[src/rtl/adder_expected_pipe.sv]
// Delay line carrying the recomputed sum so it lines up with the adder output.
module adder_expected_pipe #(
    parameter int unsigned WIDTH   = 110,
    parameter int unsigned LATENCY = 2
) (
    input  logic             clk,
    input  logic             rst_n,
    input  logic [WIDTH-1:0] din,
    output logic [WIDTH-1:0] dout
);

    logic [WIDTH-1:0] stage_q [LATENCY];
    logic [WIDTH-1:0] stage_d [LATENCY];

    // Next stage contents: new value enters stage 0, others shift by one.
    always_comb begin
        stage_d[0] = din;
        for (int unsigned i = 1; i < LATENCY; i++) begin
            stage_d[i] = stage_q[i-1];
        end
    end

    // Shift every edge out of reset; synchronous clear on reset.
    always_ff @(posedge clk) begin
        if (!rst_n) begin
            for (int unsigned i = 0; i < LATENCY; i++) begin
                stage_q[i] <= '0;
            end
        end else begin
            for (int unsigned i = 0; i < LATENCY; i++) begin
                stage_q[i] <= stage_d[i];
            end
        end
    end

    assign dout = stage_q[LATENCY-1];

endmodule : adder_expected_pipe

[config.mk]
export PLATFORM = sky130hd
export DESIGN_NAME = adder_expected_pipe
export DESIGN_NICKNAME = d
export VERILOG_FILES = /design/src/rtl/adder_expected_pipe.sv
export SDC_FILE = /design/constraint.sdc
export NUM_CORES = 1
export LEC_CHECK = 0
export CAP_MARGIN = 20
export CORE_MARGIN = 8
export CORE_UTILIZATION = 40
export DETAILED_ROUTE_END_ITERATION = 6
export PLACE_DENSITY = 0.72
export SLEW_MARGIN = 0
export SYNTH_ARGS = -nofsm -noshare
export SYNTH_HDL_FRONTEND = slang
export SYNTH_SLANG_ARGS = --single-unit
export TNS_END_PERCENT = 100
[constraint.sdc]
create_clock -name clk -period 1.65 [get_ports clk]
set_clock_uncertainty 0.15 [all_clocks]
set_input_delay 0.2475 -clock clk [delete_from_list [all_inputs] [get_ports clk]]
set_output_delay 0.2475 -clock clk [all_outputs]
set_load 0.03 [all_outputs]
---- Word-level counts from Yosys, hierarchy flattened ----
Memory sizes are Yosys's and may differ from the RTL's.
Index checks and enable logic that the tools add are counted.
storage, ports and cells
  memories ................................ 1
  register bits after elaboration ......... 0
  RAM bits ................................ 220
  output and inout port bits .............. 110
  input bits .............................. 112
memories
  name     depth  width  read ports  clocked after memory_dff  wr ports  RTL line  source
  stage_q  2      110    2           0                         2         12        logic [WIDTH-1:0] stage_q [LATENCY];
operators by class
  bitwise operators ....................... 2
  mux-type cells .......................... 4
operators with widths
  operator    number
  $mux 110    2
  $mux 1      2
  $or 1x1->1  2

---- Logic depth before layout (Yosys ltp) ----
Gate-level depths: netlist (run 1).
  depth after elaboration ................. 2
  gate-level depth with buffers ........... 3
  mapped depth without buffers ............ 1

---- Worst setup path before layout (run 1) ----
Ideal clock, no wire load.
  kind .................................... input to register
  from .................................... input rst_n
  to ...................................... memory stage_q[1][0], in the netlist stage_q[0][110]
  arrival time ............................ 0.662 ns
  stages on the path ...................... 3
  setup time .............................. 0.115 ns
  path slack .............................. 0.723 ns
  cells stage by stage .................... clkbuf_4 clkbuf_2 and2_1
RTL lines
  element          RTL line  source
  start, declared  7         input logic rst_n,
  end, declared    12

==> impl_metrics.ini, run 1 <==
[run_status]
run_status = complete, no violations

[clocking]
clockRootBuffer = clkbuf_16
worstSkewPairLatency_ns = 0.48
clk_pin_slew_ns = 0.06
htree_levels = 1
numCtsBuffers = 22
cts_tree = yes
clock_sinks = 220
post_cts_buffers = 0
ctsLongestPathBuffers = 3

[synthesis]
synth_top_area_cell = dfxtp_1
synth_cells = 464
synthesis.nets = 576
netlist.area_leader.share_pct = 74.6
syn_area_per_cell_sq_um = 12.7
yosys_register_bits = 220
ys_warn_count = 0
synth_cell_types = 6
syn_area_sq_um = 5900
yosysSeqAreaShare_pct = 74.6
synth_area_leaders = dfxtp_1 (75%), and2_1 (23%), clkbuf_2 (1.7%)

[sta]
setup_viol = 0
final.setup.worst_slack_ns = 0.0436
timing.final.crit_share_pct = 97.4
maxSlewViolCount = 0
worst_pin_slew_ns = 0.354
rsz0062_at_grt = no
min_period_ns = 1.61
max_slew_margin_pct = 76.5
hold_viol_final = 0
final.setup.tns_ns = 0
fmaxAchievable_mhz = 622

[setup_path]
crit_slowest_cell = dlygate4sd2_1
reg2reg_slack_ns = 0.93
r2r-end = stage_q[0][194]$_SDFF_PN0_
crit_path_end = dout[35]
crit_start = stage_q[0][145]$_SDFF_PN0_
reg2reg_depth = 1
reg2reg_from = stage_q[0][84]$_SDFF_PN0_
critPathArrivalTime_ns = 1.21
cpLargestDelayFamily = buffers and inverters
crit_type = reg -> out
worstPathCellList = dlygate4sd2_1
worstPathRequired_ns = 1.25
cp_max_fo = 1
cp.buffers_inverters = 1
startpoint_type = flop
worst_path_largest_cell_delay_ns = 0.42
critical_path_cell_count = 1
end_kind = output port

[placed_design]
placed_cell_area_sq_um = 8290
place.gp.congestion = 0.746
portBuffers = 221
placedCellCount = 849
place_worst_setup_slack_ns = 0.235
dp_hpwl_mm = 9.39

[pwr]
leakagePower_uw = 0.00400
p_per_area_nw_per_um2 = 1290
ir_drop_mv = 0.846

[floorplanning]
placementRows = 44
io_pins = 222
chipHeight_um = 137
initial_core_util_pct = 40.8
core_area_sq_um = 14500
fp.dieW_um = 137
dieArea_sq_um = 18900

[detailed_routing]
wl_met3_mm = 1.47
dr_total_vias = 3558
drt_iter0_drc = 121
route.met2.wl_mm = 6.40
drcViolationCount = 0
met1_length_mm = 4.70
postRouteAntennaNets = 0
wl_mm = 12.7
maxUsedRoutingLayer = met4
drtPass1Iterations = 3
post_drt_wl_per_cell_um = 14.4
viasPerCell = 4.01

[layout]
final_nets = 801
design_area_sq_um = 8910
top_register = stage_q
final_cell_mix = and2_1 (220), dfxtp_1 (220), clkdlybuf4s50_1 (110), dlygate4sd2_1 (82), clkdlybuf4s15_1 (25)
synthToLayoutAreaGrowth_pct = 50.9
drive_above_1_share_pct = 5.69
stdcell_count = 888
reg_top3 = stage_q x220
largest_reg_flops = 220

[global_route]
grt_pass1_vias = 3693
grt_usage_pct = 12.9
overflow = 0
antenna_found_initial = 0
grt_max_degree = 68
grt_pass1_wl_mm = 19.3

[run]
drv_cap = 0

[hold_path]
holdCritPathClass = in -> reg
where the power goes:
group          switching (uW)  leakage, uW  internal, uW
combinational             402      0.00182           458
sequential               53.5      0.00182          5560
clock                    1880     0.000359          3100
kinds of logic (layout without fill, tap and decap cells):
kind of cell / count (synthesis) / count (layout) / share of synthesized area [%]
flops: 220 / 220 / 74.6
simple gates: 220 / 220 / 23.3
buf+inv: 24 / 263 / 2.10
other cells: 0 / 1 / 0
through the flow:
step                total power [uW]  utilization (%)  hold WS [ns]
floorplan                       6150                -         0.225
global placement                6660             57.2         0.261
detailed placement              6680             57.2         0.267
CTS                            11600             61.4        0.0251
global route                   11900             61.5        0.0316
finish                         11500             61.5        0.0336
what timing repair did:
action / 4_1_cts / 5_1_grt
gates resized for setup: 111 / 30
endpoints found under the setup margin: 110 / 27
hold buffers: 0 / 0
cells in the mapped netlist:
cell      count
and2_1      220
buf_2         1
clkbuf_1      1
clkbuf_2     20
clkbuf_4      2
dfxtp_1     220
layer usage:
| metal | vias to the layer above | GRT usage [%] |
|---|---|---|
| li1 | 1844 | - |
| met1 | 1573 | 13.8 |
| met2 | 128 | 22.7 |
| met3 | 13 | 5.29 |
| met4 | 0 | 4.22 |
| met5 | - | 0 |
worst min-delay path by stage:
stage                               start                    endpoint  cells past startpoint
6_report                            rst_n  stage_q[0][118]$_SDFF_PN0_                      2
2_1_floorplan                      din[0]    stage_q[0][0]$_SDFF_PN0_                      1
3_5_place_dp    stage_q[0][33]$_SDFF_PN0_  stage_q[0][143]$_SDFF_PN0_                      1
5_1_grt                             rst_n  stage_q[0][153]$_SDFF_PN0_                      2
3_3_place_gp   stage_q[0][108]$_SDFF_PN0_  stage_q[0][218]$_SDFF_PN0_                      1
4_1_cts                             rst_n  stage_q[0][153]$_SDFF_PN0_                      2
cell type report:
cell class	instances	area, sq um
Sequential cell	220	4400
Clock inverter	7	113
Antenna cell	1	2.50
Clock buffer	31	626
Fill cell	1165	5570
Multi-Input combinational cell	220	1380
Tap cell	184	230
Timing Repair Buffer	225	2160
Power figures use the tool's default switching activity.
==> run 2: changes to the inputs <==
--- a/config.mk
+++ b/config.mk
@@ -8,8 +8,10 @@
 export CAP_MARGIN = 20
 export CORE_MARGIN = 8
 export CORE_UTILIZATION = 40
+export CTS_CLUSTER_DIAMETER = 60
 export DETAILED_ROUTE_END_ITERATION = 6
-export PLACE_DENSITY = 0.72
+export PLACE_DENSITY = 0.8
+export SETUP_SLACK_MARGIN = 0.02
 export SLEW_MARGIN = 0
 export SYNTH_ARGS = -nofsm -noshare
 export SYNTH_HDL_FRONTEND = slang
==> run 2 against run 1 <==
Via count rose by 2.5%. Critical endpoint is now dout[108]. Count of clock-buffer cells in the layout rose by 3. Maximum frequency rose by 0.40%. Cell area rose by 0.11%.
==> impl_metrics.ini, run 2 (synthesis results as in run 1) <==
[run_status]
run_status = complete, no violations

[setup_path]
reg2reg_slack_ns = 0.93
crit_start = stage_q[0][218]$_SDFF_PN0_
cp.buffers_inverters = 1
critPathArrivalTime_ns = 1.20
worstPathCellList = clkdlybuf4s15_1
cp_max_fo = 1
crit_slowest_cell = clkdlybuf4s15_1
crit_type = reg -> out
end_kind = output port
r2r-end = stage_q[0][121]$_SDFF_PN0_
reg2reg_depth = 1
reg2reg_from = stage_q[0][11]$_SDFF_PN0_
worstPathRequired_ns = 1.25
cpLargestDelayFamily = buffers and inverters
startpoint_type = flop
worst_path_largest_cell_delay_ns = 0.38

[layout]
reg_top3 = stage_q x220
final_nets = 800
antenna_cells_inserted = 0
top_register = stage_q
largest_reg_flops = 220
drive_above_1_share_pct = 8.10
final_cell_mix = and2_1 (220), dfxtp_1 (220), clkdlybuf4s50_1 (110), clkdlybuf4s15_1 (61), dlygate4sd2_1 (29)
synthToLayoutAreaGrowth_pct = 51.1

[clocking]
hold_buffers = 0
clockRootBuffer = clkbuf_16
ctsLongestPathBuffers = 3
clock_sinks = 220
cts_tree = yes
numCtsBuffers = 22
htree_levels = 1
worstSkewPairLatency_ns = 0.49
clk_pin_slew_ns = 0.06

[sta]
fmaxAchievable_mhz = 625
min_period_ns = 1.60
worst_pin_slew_ns = 0.350
hold_viol_final = 0
whs_ns = 0.0522
timing.final.crit_share_pct = 97.0
final.setup.tns_ns = 0
maxSlewViolCount = 0
rsz0062_at_grt = yes
max_slew_margin_pct = 76.7
setup_viol = 0

[global_route]
overflow = 0
grt_pass1_vias = 3877
grt_max_degree = 85
antenna_found_initial = 1
grt_usage_pct = 13.1
grt_pass1_wl_mm = 19.5

[floorplanning]
core_area_sq_um = 14500
dieArea_sq_um = 18900
chipHeight_um = 137
initial_core_util_pct = 40.8
placementRows = 44
io_pins = 222
fp.dieW_um = 137

[placed_design]
place.gp.congestion = 0.782
dp_hpwl_mm = 9.59
portBuffers = 221

[run]
drv_cap = 0

[detailed_routing]
viasPerCell = 4.11
drtPass1Iterations = 4
dr_total_vias = 3648
wl_mm = 13.0
drt_iter0_drc = 90
drcViolationCount = 0
post_drt_wl_per_cell_um = 14.7
postRouteAntennaNets = 0

[pwr]
ir_drop_mv = 0.837
leakagePower_uw = 0.00383
p_per_area_nw_per_um2 = 1280

[hold_path]
hp-start = rst_n
holdCritPathClass = in -> reg
holdPathStages = 2
hold_end = stage_q[0][7]$_SDFF_PN0_
[run 2: cell types whose count changed in the layout (fill, tap and decap cells not counted), sizes merged]
cell           delta
bufinv            -1
clkdlybuf4s15    +42
clkbuf           +14
diode             -1
buf               -1
dlygate4sd2      -53
[run 2: per-stage QoR]
stage	util [%]	instances	total power [uW]	instance area, sq um	setup WS, ns
detailed placement	57.2	848	6680	8280	0.233
global route	61.6	888	11900	8920	0.0149
floorplan	-	464	6150	5900	0.723
finish	61.6	888	11400	8920	0.0500
CTS	61.7	888	11600	8930	0.0201
global placement	57.2	848	6660	8280	0.229
[run 2: how the worst max path moves through the flow]
stage / to / depth (start not counted)
2_1_floorplan: stage_q[0][110]$_SDFF_PN0_ / 3
3_3_place_gp: dout[31] / 1
3_5_place_dp: dout[31] / 1
4_1_cts: dout[32] / 1
5_1_grt: dout[26] / 1
6_report: dout[108] / 1
[run 2: timing repair]
| action | in CTS | in global routing |
|---|---|---|
| setup endpoints to repair | 110 | 58 |
| buffers inserted | 0 | 0 |
| gates resized for setup | 147 | 64 |
| hold endpoints to repair | 0 | 0 |
[run 2: power by group]
part           internal [uW]  total (uW)  switching (uW)
registers               5560        5620            58.0
clock network           3050        4960            1910
logic                    463         867             403
[run 2: routing by layer]
metal,track usage [%],routed length (um)
met1,12.8,4670
met2,23.9,6530
met3,5.47,1530
met4,5.13,306
met5,0,10
[run 2: area by class of cell]
type                            count  area (sq um)
Fill cell                        1119          5560
Sequential cell                   220          4400
Timing Repair Buffer              224          2170
Multi-Input combinational cell    220          1380
Clock buffer                       34           657
Tap cell                          184           230
Clock inverter                      6          82.6
==> run 3: changes to the inputs <==
--- a/config.mk
+++ b/config.mk
@@ -7,10 +7,10 @@
 export LEC_CHECK = 0
 export CAP_MARGIN = 20
 export CORE_MARGIN = 8
-export CORE_UTILIZATION = 40
+export CORE_UTILIZATION = 39
 export CTS_CLUSTER_DIAMETER = 60
 export DETAILED_ROUTE_END_ITERATION = 6
-export PLACE_DENSITY = 0.8
+export PLACE_DENSITY = 0.81
 export SETUP_SLACK_MARGIN = 0.02
 export SLEW_MARGIN = 0
 export SYNTH_ARGS = -nofsm -noshare
==> constraint.sdc (replaced) <==
create_clock -name clk -period 1.4 [get_ports clk]
set_clock_uncertainty 0.15 [all_clocks]
set_input_delay 0.21 -clock clk [delete_from_list [all_inputs] [get_ports clk]]
set_output_delay 0.21 -clock clk [all_outputs]
set_load 0.03 [all_outputs]
==> run 3 against run 2 <==
Combinational power increased by 22%. Critical endpoint is now dout[84]. Cell area hardly changed. Critical path type unchanged. Worst setup slack better by 0.00063 ns. Register-to-register slack worse by 0.26 ns. Utilization down 2.1 points.
==> impl_metrics.ini, run 3 (synthesis results as in run 1) <==
[floorplanning]
core_area_sq_um = 15000
placementRows = 45
io_pins = 222
fp.dieW_um = 139
dieArea_sq_um = 19300
chipHeight_um = 139
initial_core_util_pct = 39.4

[clocking]
numCtsBuffers = 23
ctsLongestPathBuffers = 3
clk_pin_slew_ns = 0.06
htree_levels = 1
worstSkewPairLatency_ns = 0.49
clockRootBuffer = clkbuf_16
clock_sinks = 220
cts_tree = yes

[setup_path]
worstPathRequired_ns = 1.04
worst_path_largest_cell_delay_ns = 0.31
crit_slowest_cell = dfxtp_1
end_kind = output port
crit_type = reg -> out
startpoint_type = flop
cp_max_fo = 1
cp.buffers_inverters = 1
cpLargestDelayFamily = flip-flops
critPathArrivalTime_ns = 0.99
worstPathCellList = clkbuf_4

[sta]
setup_viol = 0
worst_pin_slew_ns = 0.257
max_slew_margin_pct = 82.9
whs_ns = 0.148
final.setup.worst_slack_ns = 0.0506
min_period_ns = 1.35
maxSlewViolCount = 0
hold_viol_final = 0
timing.final.crit_share_pct = 96.4
fmaxAchievable_mhz = 741
rsz0062_at_grt = no
final.setup.tns_ns = 0

[layout]
design_area_sq_um = 8920
largest_reg_flops = 220
final_nets = 803
antenna_cells_inserted = 0
n_fill_cell = 1194
final_cell_mix = and2_1 (220), dfxtp_1 (213), clkdlybuf4s50_1 (110), buf_4 (46), clkbuf_4 (28)
top_register = stage_q
synthToLayoutAreaGrowth_pct = 51.0
reg_top3 = stage_q x220
layout_commonest_cell = and2_1
drive_above_1_share_pct = 22.9

[detailed_routing]
wl_mm = 13.6
drcViolationCount = 0
drtPass1Iterations = 4
postRouteAntennaNets = 0
drt_iter0_drc = 91
dr_total_vias = 3739
viasPerCell = 4.17
post_drt_wl_per_cell_um = 15.2

[global_route]
grt_max_degree = 69
grt_usage_pct = 13.5
grt_pass1_wl_mm = 20.9
antenna_found_initial = 4
overflow = 0
grt_pass1_vias = 3925

[placed_design]
place_worst_setup_slack_ns = 0.0331
dp_hpwl_mm = 10.3
placed_cell_area_sq_um = 8370
place.gp.congestion = 0.763
portBuffers = 221

[pwr]
p_seq_share_pct = 47.2
ir_drop_mv = 1.08
p_per_area_nw_per_um2 = 1580
leakagePower_uw = 0.00389
pwr-share-clk_pct = 45.3
p_comb_share_pct = 7.5
internal_power_uw = 11200
power.switching_uw = 2890
p_sw_share_pct = 20.6

[run_status]
run_status = complete, no violations

[run]
drv_cap = 0

[hold_path]
holdCritPathClass = in -> reg
[run 3: cell count changes in the layout (fill, tap and decap cells not counted), moves of 5 or more]
cell             previous run  this run
clkbuf_1                    7         2
clkdlybuf4s15_2             6         0
dlygate4sd2_1              29         0
buf_12                      3        12
buf_4                       1        46
buf_2                       0        27
clkbuf_4                    0        28
clkbuf_2                   14         0
dfxtp_1                   220       213
clkdlybuf4s15_1            61         0
dfxtp_2                     0         7
[run 3: metal layers]
metal | track usage [%] | share of wire, % | vias to the layer above
li1 | - | - | 1850
met1 | 13.0 | 37 | 1704
met2 | 24.7 | 51 | 133
met3 | 5.23 | 7.6 | 44
met4 | 6.93 | 4.1 | 8
met5 | 0 | 0.33 | -
[run 3: power groups by stage]
stage / sequential [uW] / combinational [uW] / clock (uW)
floorplan: 7000 / 242 / 0
global placement: 6760 / 1110 / 0
detailed placement: 6770 / 1130 / 0
CTS: 6640 / 1060 / 6530
global route: 6660 / 1130 / 6800
finish: 6640 / 1060 / 6370
[run 3: area by class of cell]
| type | instances | area, sq um | share of cell area (%) |
|---|---|---|---|
| sequential | 220 | 4410 | 49.5 |
| clock inverter | 12 | 175 | 1.96 |
| timing repair buffer | 226 | 2060 | 23.2 |
| tap | 188 | 235 | 2.64 |
| clock buffer | 30 | 652 | 7.31 |
| multi-input combinational | 220 | 1380 | 15.4 |
[run 3: timing repair]
action                     CTS  global route
setup endpoints to repair   98            95
gates resized for setup    511            60
hold buffers                 1             0
buffers inserted             0             0
hold endpoints to repair    23             0
[run 3: final timing paths]
kind | from | to | slack (ns) | cells after the start
worst max-delay path | stage_q[0][194]$_SDFF_PN0_ | dout[84] | 0.05 | 1
worst min-delay path | din[20] | stage_q[0][20]$_SDFF_PN0_ | 0.15 | 2
worst max register to register | stage_q[0][107]$_SDFF_PN0_ | stage_q[0][217]$_SDFF_PN0_ | 0.67 | 1
worst min register to register | stage_q[0][72]$_SDFF_PN0_ | stage_q[0][182]$_SDFF_PN0_ | 0.27 | 1
[run 3: stage by stage]
step                      utilization (%)  cells  total power, uW
after floorplan                         -    464             7250
after global placement               55.9    853             7860
after detailed placement             55.9    853             7900
after CTS                            58.8    896            14200
after global routing                 59.5    896            14600
final                                59.5    896            14100
